<file path="config.mk">
export PLATFORM = sky130hd
export DESIGN_NAME = ad7768_rx
export DESIGN_NICKNAME = d
export VERILOG_FILES = /design/src/rtl/ad7768_rx.sv
export SDC_FILE = /design/constraint.sdc
export NUM_CORES = 1
export LEC_CHECK = 0
export ABC_CLOCK_PERIOD_IN_PS = 2600
export CAP_MARGIN = 20
export CORE_MARGIN = 1.5
export CORE_UTILIZATION = 40
export DETAILED_ROUTE_END_ITERATION = 7
export PLACE_DENSITY = 0.52
export SYNTH_ARGS = -nofsm -noshare
export SYNTH_HDL_FRONTEND = slang
export SYNTH_SLANG_ARGS = --single-unit
</file>
<file path="constraint.sdc">
create_clock -name clock -period 2.6 [get_ports clock]
set_input_delay 0.39 -clock clock [delete_from_list [all_inputs] [get_ports clock]]
set_output_delay 0.39 -clock clock [all_outputs]
set_load 0.03 [all_outputs]
</file>
<file path="src/rtl/ad7768_rx.sv">
// ---------------------------------------------------------------------------
// ad7768_rx
//
// Target-side capture for the 8-lane AD7768 serial data interface. Drives the
// ADC sync line, registers the eight data lanes plus drdy, deserializes one
// 32-bit word per lane per frame, checks each word's header and hands the
// eight samples to the framing logic as a valid/ready stream of 20-bit words.
//
// Ports
//   clock       ADC/target clock (shared with the ADCs)
//   reset_n     asynchronous active-low reset
//   sync_start  one-cycle request: resync the ADCs, clear sticky flags
//   sync_n      ADC sync, active low, SYNC_CYCLES clocks long
//   d[7:0]      serial lanes, lane i = ADC channel i, MSB first, 4 clk/bit
//   drdy        from ADC 0, high during the LSB bit period of each frame
//   out_data    {err, channel[2:0], sample[15:0]}
//   out_valid   stream valid
//   out_ready   stream ready
//   locked      frame alignment acquired
//   frame_err   sticky: wrong frame length or missing drdy
//   overflow    sticky: frame dropped because the buffer was still full
//
// Sync FSM
//   state   | meaning
//   --------+-----------------------------------------------------------
//   ST_IDLE | sync_n high, strobes enabled, waiting for sync_start
//   ST_SYNC | sync_n low for SYNC_CYCLES clocks, strobes suppressed
// ---------------------------------------------------------------------------
module ad7768_rx #(
    parameter int SYNC_CYCLES = 4
) (
    input  logic        clock,
    input  logic        reset_n,
    input  logic        sync_start,
    output logic        sync_n,
    input  logic [7:0]  d,
    input  logic        drdy,
    output logic [19:0] out_data,
    output logic        out_valid,
    input  logic        out_ready,
    output logic        locked,
    output logic        frame_err,
    output logic        overflow
);

    typedef enum logic {
        ST_IDLE = 1'b0,
        ST_SYNC = 1'b1
    } sync_state_t;

    sync_state_t state, state_nxt;
    logic [3:0]  sync_cnt, sync_cnt_nxt;
    logic        sync_go;

    logic [7:0]  d_r;
    logic        drdy_r;
    logic        drdy_q;

    logic [1:0]  phase;
    logic        drdy_rise;
    logic        strobe;
    logic        frame_end;

    // Only 31 bits of history are kept: the 32nd bit of a word is the lane
    // value sampled on the frame-end strobe itself.
    logic [7:0][30:0] shift;
    logic [5:0]       bit_cnt;

    logic [7:0][31:0] word;
    logic [7:0]       hdr_err;
    logic [7:0][19:0] entry_new;
    logic [7:0][19:0] entry;

    logic [2:0]  rd_ptr;
    logic        buf_valid;
    logic        last_take;
    logic        buf_free;
    logic        frame_ok;
    logic        load;
    logic        drop_full;

    // -----------------------------------------------------------------------
    // Sync FSM
    // -----------------------------------------------------------------------
    always_ff @(posedge clock or negedge reset_n) begin
        if (!reset_n) begin
            state    <= ST_IDLE;
            sync_cnt <= 4'd0;
        end else begin
            state    <= state_nxt;
            sync_cnt <= sync_cnt_nxt;
        end
    end

    always_comb begin
        state_nxt    = state;
        sync_cnt_nxt = sync_cnt;
        sync_go      = 1'b0;
        case (state)
            ST_IDLE: begin
                if (sync_start) begin
                    state_nxt    = ST_SYNC;
                    sync_cnt_nxt = 4'(SYNC_CYCLES - 1);
                    sync_go      = 1'b1;
                end
            end
            ST_SYNC: begin
                if (sync_cnt == 4'd0) begin
                    state_nxt = ST_IDLE;
                end else begin
                    sync_cnt_nxt = sync_cnt - 4'd1;
                end
            end
            default: state_nxt = ST_IDLE;
        endcase
    end

    assign sync_n = (state != ST_SYNC);

    // -----------------------------------------------------------------------
    // Input registers and strobe phase
    // -----------------------------------------------------------------------
    always_ff @(posedge clock or negedge reset_n) begin
        if (!reset_n) begin
            d_r    <= 8'd0;
            drdy_r <= 1'b0;
            drdy_q <= 1'b0;
        end else begin
            d_r    <= d;
            drdy_r <= drdy;
            drdy_q <= drdy_r;
        end
    end

    assign drdy_rise = drdy_r & ~drdy_q;

    // A drdy rise forces phase to 0 on the next clock, so phase==1 lands two
    // clocks after the rise: mid-bit of the LSB period, then every 4 clocks.
    always_ff @(posedge clock or negedge reset_n) begin
        if (!reset_n) begin
            phase <= 2'd0;
        end else if (drdy_rise) begin
            phase <= 2'd0;
        end else begin
            phase <= phase + 2'd1;
        end
    end

    assign strobe    = (phase == 2'd1) && (state == ST_IDLE);
    assign frame_end = strobe & drdy_r;

    // -----------------------------------------------------------------------
    // Word assembly and header check
    // -----------------------------------------------------------------------
    always_comb begin
        word      = '0;
        hdr_err   = '0;
        entry_new = '0;
        for (int i = 0; i < 8; i++) begin
            word[i]      = {shift[i], d_r[i]};
            hdr_err[i]   = ~((word[i][31:27] == 5'h10) &&
                             (word[i][26:24] == 3'(i)) &&
                             (word[i][23:19] == 5'h10) &&
                             (word[i][18:16] == 3'(i)));
            entry_new[i] = {hdr_err[i], 3'(i), word[i][15:0]};
        end
    end

    // bit_cnt counts strobes before this one, so a 32-bit frame ends with 31.
    assign frame_ok  = frame_end & locked & (bit_cnt == 6'd31);

    // Handing over the last buffered word in the frame-end cycle frees the
    // buffer for the new frame.
    assign last_take = buf_valid & out_ready & (rd_ptr == 3'd7);
    assign buf_free  = ~buf_valid | last_take;
    assign load      = frame_ok & buf_free & ~sync_go;
    assign drop_full = frame_ok & ~buf_free & ~sync_go;

    // -----------------------------------------------------------------------
    // Shift registers, bit counter, alignment and sticky flags
    // -----------------------------------------------------------------------
    always_ff @(posedge clock or negedge reset_n) begin
        if (!reset_n) begin
            shift     <= '0;
            bit_cnt   <= 6'd0;
            locked    <= 1'b0;
            frame_err <= 1'b0;
            overflow  <= 1'b0;
        end else if (sync_go) begin
            shift     <= '0;
            bit_cnt   <= 6'd0;
            locked    <= 1'b0;
            frame_err <= 1'b0;
            overflow  <= 1'b0;
        end else begin
            if (strobe) begin
                for (int i = 0; i < 8; i++) begin
                    shift[i] <= word[i][30:0];
                end
                if (drdy_r) begin
                    bit_cnt <= 6'd0;
                    if (!locked) begin
                        locked <= 1'b1;
                    end else if (bit_cnt != 6'd31) begin
                        frame_err <= 1'b1;
                    end
                end else begin
                    if (bit_cnt != 6'd63) begin
                        bit_cnt <= bit_cnt + 6'd1;
                    end
                    // This strobe takes the count to 33 with no frame end.
                    if (bit_cnt == 6'd32) begin
                        locked    <= 1'b0;
                        frame_err <= 1'b1;
                    end
                end
            end
            if (drop_full) begin
                overflow <= 1'b1;
            end
        end
    end

    // -----------------------------------------------------------------------
    // Holding buffer and emission; a resync does not cut an emission short.
    // -----------------------------------------------------------------------
    always_ff @(posedge clock or negedge reset_n) begin
        if (!reset_n) begin
            entry     <= '0;
            rd_ptr    <= 3'd0;
            buf_valid <= 1'b0;
        end else begin
            if (buf_valid && out_ready) begin
                if (rd_ptr == 3'd7) begin
                    buf_valid <= 1'b0;
                    rd_ptr    <= 3'd0;
                end else begin
                    rd_ptr <= rd_ptr + 3'd1;
                end
            end
            if (load) begin
                entry     <= entry_new;
                rd_ptr    <= 3'd0;
                buf_valid <= 1'b1;
            end
        end
    end

    assign out_valid = buf_valid;
    assign out_data  = buf_valid ? entry[rd_ptr] : 20'd0;

endmodule

</file>
==> run summary <==
1st-pass router iterations = 6
Sequential-to-total area share from yosys stat = 0.6306
Clock Skew = 18.70 ps
Worst setup EP type = output port
WS Path Type = reg2out
Port Buffers = 37
Cells after Synth = 1,080
Aggregate global-route resource usage = 0.1710
Routed vias = 9,376
Count of non-filler cells in the finished layout = 1,699
Worst skew pair latency = 570 ps
Max Freq = 0.3766 GHz
Crit share post-route = 1.021
Worst IR Drop VDD = 0.4251 mV
Post-layout nets = 1,156
Placed cell count = 1,610
Final worst path period need = 2655 ps
H-tree depth = 2
Setup violators final = 10
CTS tree = yes
Largest net degree at the start of global routing = 74
Reg2reg setup slack = 240 ps
Pins Over Slew Limit = 0
Hpwl dp = 21,060 um
# DRC = 0
Net Switching = 3.679 mW
Ys async rst share = 1.000
Die H = 205.9 um
Worst flop-to-flop path endpoint = entry[67]$_DFFE_PN0P_
Hold Path End = d_r[3]$_DFF_PN0_
I/O Pins = 38
Int Pwr = 10.91 mW
Clock transition at path regs = 60 ps
Antenna violations before repair = 0
RSZ-0062 raised after global routing = yes
Max cap viols = 0
PwrDens = 748.1 nW/um^2
WL per Instance = 20.31 um
Clock network power share = 0.440
Filler Cell Count = 3,536
Initial core utilization = 0.4042
CP startpoint kind = flop
Top_reg_cell synth = dfrtp_1
Utilization after layout = 0.4786
Layout cell share with drive strength beyond 1 = 0.2237
Post-route ant nets = 0
Worst hold path type = in2reg
Gp weighted congestion = 0.7381
Core Area = 40,740 sq um
Root Buffer = clkbuf_16
Syn Nets = 1,099
Leakage = 9.284 nW
Comb pwr share = 0.098
YS warnings = 0
Flops & latches, synth = 415
Worst endpoint required time = 2210 ps
Die X = 205.9 um
Register area = 10,390 sq um
Layout area overhead = 18.39%
1st-iter DRT viols = 602
Net Sw Frac = 0.2522
Final global-route overflow total = 0
Syn Area/Cell = 15.25 sq um
Slew headroom = 0.6023
Failing checks = setup timing
Worst Path Max Fanout = 8
Vias in the first global route = 9,799
# clock sinks = 415
R2R depth = 7
Sequential Power Share = 0.463
Area occupied by multi-input gates = 5762 sq um
Final WS setup = -55.42 ps
Worst slew pin tran = 595.4 ps
Num rows = 74
Arr. time, crit path = 2270 ps
Hold depth = 1
EDFF count, synth = 0
Outcome = finished, violations left
CTS Buf Count = 45
Die area = 42,400 sq um
Hold Violations, Final = 0
Commonest cells after routing, fill and taps aside = dfrtp_1, a22o_1, mux2_1
Post-Syn Area = 16,470 sq um
Hold path startpoint = d[3]
Commonest non-fill, non-tap cell in the layout = dfrtp_1
RR Startpoint = bit_cnt[0]$_DFFE_PN0P_
Post-DR vias/cell = 5.519
Clock Path Buffers = 3
Global-route wire length before repair = 56,700 um
Drt total wl = 34,510 um
Cell variety after synth = 46
Diodes inserted = 0
[layout make-up]
type,instances,area share
multi-input cells,574,0.2955
flip-flops and latches,415,0.5328
inverters,7,0.001348
repair buffers,94,0.05968
well taps,532,0.03414
clock buffers,70,0.07194
clock inverters,7,0.004557
[power by group through the flow]
stage               clock [mW]  combinational, mW  sequential [mW]
detailed placement           0               1.45             6.86
CTS                       6.62               1.45             6.75
floorplan                    0              0.827             6.83
global route              6.87               1.58             6.77
global placement             0               1.45             6.86
finish                    6.41               1.42             6.75
[sequential cells by signal, indices dropped and copies added, names as in the netlist, 2 cells and up]
signal / cells
entry: 137
shift: 128
entry_new: 120
d_r: 8
bit_cnt: 6
sync_cnt: 4
rd_ptr: 3
phase: 2
[worst max-delay path, stage by stage (launching register included)]
cell	delay, ps
dfrtp_2	380
buf_12	160
buf_16	140
buf_12	100
mux4_2	530
mux2i_1	150
nor2b_1	70
buf_4	170
[metrics by stage]
| stage | total power, mW | setup WS (ps) | TNS (ps) | cell area (sq um) | hold WS (ps) |
|---|---|---|---|---|---|
| finish | 14.59 | -55.42 | -285.4 | 19500 | 258.2 |
| global route | 15.22 | -158.6 | -1368 | 19500 | 242.8 |
| CTS | 14.82 | -107.8 | -981.1 | 19490 | 218.9 |
| detailed placement | 8.311 | 152.9 | 0 | 17710 | 355.8 |
| global placement | 8.313 | 160.5 | 0 | 17710 | 349.4 |
| floorplan | 7.656 | 470.1 | 0 | 16470 | 94.41 |
[cells by family after synthesis]
kind of cell    Yosys count  share of synthesized area
mux                     190                     0.1529
flops                   415                     0.6306
buf+inv                  91                    0.02758
fa+ha+maj                 6                   0.004558
compound gates          273                     0.1427
simple gates            105                    0.04171
[worst max path at each step]
stage	start	endpoint	depth (start not counted)
CTS	rd_ptr[0]$_DFFE_PN0P_	out_data[0]	7
finish	rd_ptr[0]$_DFFE_PN0P_	out_data[0]	7
global route	rd_ptr[0]$_DFFE_PN0P_	out_data[0]	7
floorplan	rd_ptr[1]$_DFFE_PN0P_	out_data[10]	5
detailed placement	rd_ptr[0]$_DFFE_PN0P_	out_data[4]	6
global placement	sync_start	frame_err$_DFFE_PN0P_	5
[layer usage]
| layer | vias to the layer above | track usage | part of all wire |
|---|---|---|---|
| met5 | - | 0 | 0 |
| met4 | 0 | 0.05331 | 0.017 |
| met3 | 38 | 0.02649 | 0.031 |
| met2 | 118 | 0.2614 | 0.46 |
| met1 | 4953 | 0.2511 | 0.49 |
| li1 | 4267 | - | - |
[repair_timing]
item	in CTS	in global routing
hold endpoints to repair	45	0
gates cloned	1	0
gates resized for setup	59	4
buffers inserted	10	1
setup endpoints to repair	18	18
hold buffers	1	0
[synth_stat cells, types with 2 or more instances]
cell        n  area, sq um
dfrtp_1   415        10380
a22o_1    249         2181
mux2_1     80        900.9
mux2_2     52        585.6
clkbuf_1   39        146.4
mux4_2     34        765.7
buf_2      33        165.2
mux2i_1    19        190.2
nor2b_1    19        118.9
nor4b_1    18        157.7
nand2_1    16        60.06
buf_6       9        101.4
o21ai_0     9        45.04
nand4_1     8        50.05
inv_1       7        26.28
ha_1        6        75.07
nor3_1      6        30.03
nor4_1      6        37.54
mux2_4      5        75.07
nor2_1      5        18.77
nor4bb_1    5        50.05
and3_1      4        25.02
nand2b_1    4        25.02
nand3_1     4        20.02
a21o_1      2        15.01
a31o_2      2        17.52
and4b_1     2        20.02
buf_1       2        7.510
nand4b_1    2        17.52
nor3b_1     2        15.01
(Power assumes the default switching activity.)
==> RTL change, RTL diff (same flow settings) <==
`d_r` no longer has a reset.
--- a/src/rtl/ad7768_rx.sv
+++ b/src/rtl/ad7768_rx.sv
@@ -122,14 +122,16 @@
     // -----------------------------------------------------------------------
     always_ff @(posedge clock or negedge reset_n) begin
         if (!reset_n) begin
-            d_r    <= 8'd0;
             drdy_r <= 1'b0;
             drdy_q <= 1'b0;
         end else begin
-            d_r    <= d;
             drdy_r <= drdy;
             drdy_q <= drdy_r;
         end
+    end
+
+    always_ff @(posedge clock) begin
+        d_r <= d;
     end
 
     assign drdy_rise = drdy_r & ~drdy_q;
Function: same outputs for any inputs over 4 cycles, from zero or initial values and one cycle with reset_n low; that may be too few to reach the edited logic, so the function may still have changed.
==> RTL change against the original RTL <==
The run still ends with setup timing left. Sequential cell count unchanged. Non-clock buffer count down 15. Clock skew up 0.0037 ns. Cell area down 0.24%. Area after synthesis up 0.78%. Clock power is 2% lower. Routed wire length increased by 2.1%. Power decreased by 1.3%. First-iteration DRC count decreased by 2.8%. Die area is 0.77% higher. Critical path depth shrank 2. Worst setup slack got worse by 0.019 ns.
==> RTL change: results (changes against the original RTL) <==
vias in the first global route 9,491 (was 9,799); via count of the routed design 9,357 (was 9,376); CP max stage delay 0.54 ns; worst hold margin 0.2780 ns (was 0.2582 ns); synthesized-area fraction occupied by ao, oa, aoi and oai cells 15.13% (was 14.27%); R2R setup slack 0.10 ns (was 0.24 ns); failing checks setup timing (unchanged); cell leakage power 0.009445 µW (was 0.009284 µW); syn_nets 1,084 (was 1,099); clock edge transition at the registers on the reported setup and hold paths 0.06 ns (about the same); post-route setup slack -0.07400 ns (was -0.05542 ns); DRT Wirelength 35.22 mm (was 34.51 mm); R2R Path End entry[4]$_DFFE_PN0P_ (was entry[67]$_DFFE_PN0P_); initial detailed-routing violation count 585 (was 602); worst min-delay path startpoint drdy (was d[3]); Netlist cell types 46 (unchanged); wire length of the first global-routing pass 57.18 mm (was 56.70 mm); GRT Resource Usage Total 17.26% (was 17.10%); list of most frequent post-synthesis cells dfrtp_1, a22o_1, mux2_4 (was dfrtp_1, a22o_1, mux2_1); Final Skew 0.02244 ns (was 0.01870 ns); setup violators final 15 (was 10); largest cells by area after synthesis dfrtp_1, a22o_1, mux2_4 (was dfrtp_1, a22o_1, mux2_1); end point of the worst hold path drdy_r$_DFF_PN0_ (was d_r[3]$_DFF_PN0_); VDD IR max 482.4 µV (was 425.1 µV); combinational family with the most area after synthesis multiplexers (unchanged); largest net degree at the start of global routing 86 (was 74); share of flip-flops with an asynchronous set or reset 98.07% (was 100.0%); Slew Limit Headroom 61.83% (was 60.23%); share of post-route cells with drive strength above 1 26.88% (was 22.37%); die outline width 206.7 µm (was 205.9 µm); largest register by flop count entry (unchanged); R2R cell count 8 (was 7); sequential area share after synthesis 62.33% (was 63.06%); adder and majority cell fraction of the synthesized area 0.4523% (was 0.4559%); weighted congestion reported at the end of routability-driven placement 0.7413 (was 0.7381); biggest fanout along the worst timing path 5 (was 8); fraction of synthesized area in multiplexers 15.78% (was 15.29%); outcome complete, but fails checks (unchanged); detailed placer's ending HPWL 19.44 mm (was 21.06 mm); number of iterations in the first detailed-routing pass 5 (was 6)
[RTL change: worst max-delay path by stage]
stage / endpoint / slack [ns]
final: out_data[19] / -0.07
after CTS: out_data[19] / -0.10
after global routing: out_data[19] / -0.13
after detailed placement: entry[66]$_DFFE_PN0P_ / 0.31
after floorplan: out_data[10] / 0.44
after global placement: entry[66]$_DFFE_PN0P_ / 0.34
[RTL change: cell families (layout without fill, tap and decap cells)]
logic type      count (synthesis)  in the layout
buf+inv                        90            167
simple gates                   91             91
mux                           172            172
compound gates                291            291
fa+ha+maj                       6              6
flops                         415            415
[RTL change: layout make-up]
cell class	instances	area [µm²]
clock buffers	70	1353
inverters	7	26.28
flip-flops and latches	415	10350
repair buffers	79	1102
fillers	3567	21480
clock inverters	11	111.4
well taps	532	665.6
multi-input cells	560	5843
[RTL change: report_power, final]
part,internal [µW],switching (µW),leakage (µW)
clock network,3770,2550,0.000721
registers,6600,137,0.00573
logic,355,989,0.00300
total,10700,3670,0.00945
[RTL change: stage by stage]
step / setup slack (ns) / cell area, µm² / TNS (ns) / std cells / utilization, %
CTS: -0.1029 / 19420 / -1.303 / 1671 / 47.45
detailed placement: 0.3117 / 17630 / 0 / 1579 / 43.09
finish: -0.07400 / 19450 / -0.6435 / 1674 / 47.52
global route: -0.1285 / 19450 / -1.719 / 1674 / 47.52
global placement: 0.3365 / 17630 / 0 / 1579 / 43.09
floorplan: 0.4394 / 16600 / 0 / 1065 / -
[RTL change: layer usage]
layer / up-vias / routed length [µm] / share of wire [%] / global-route usage, %
li1: 4222 / - / - / -
met1: 4961 / 17650 / 50 / 26.25
met2: 129 / 15800 / 45 / 25.41
met3: 45 / 1048 / 3.0 / 2.763
met4: 0 / 725 / 2.1 / 5.164
met5: - / 0 / 0 / 0
[RTL change: repair_timing]
item	in CTS	in global routing
endpoints found under the setup margin	18	58
endpoints found under the hold margin	41	0
hold buffers	1	0
gates cloned	6	0
resized for setup	29	1
pin swaps	14	3
setup buffers	4	3
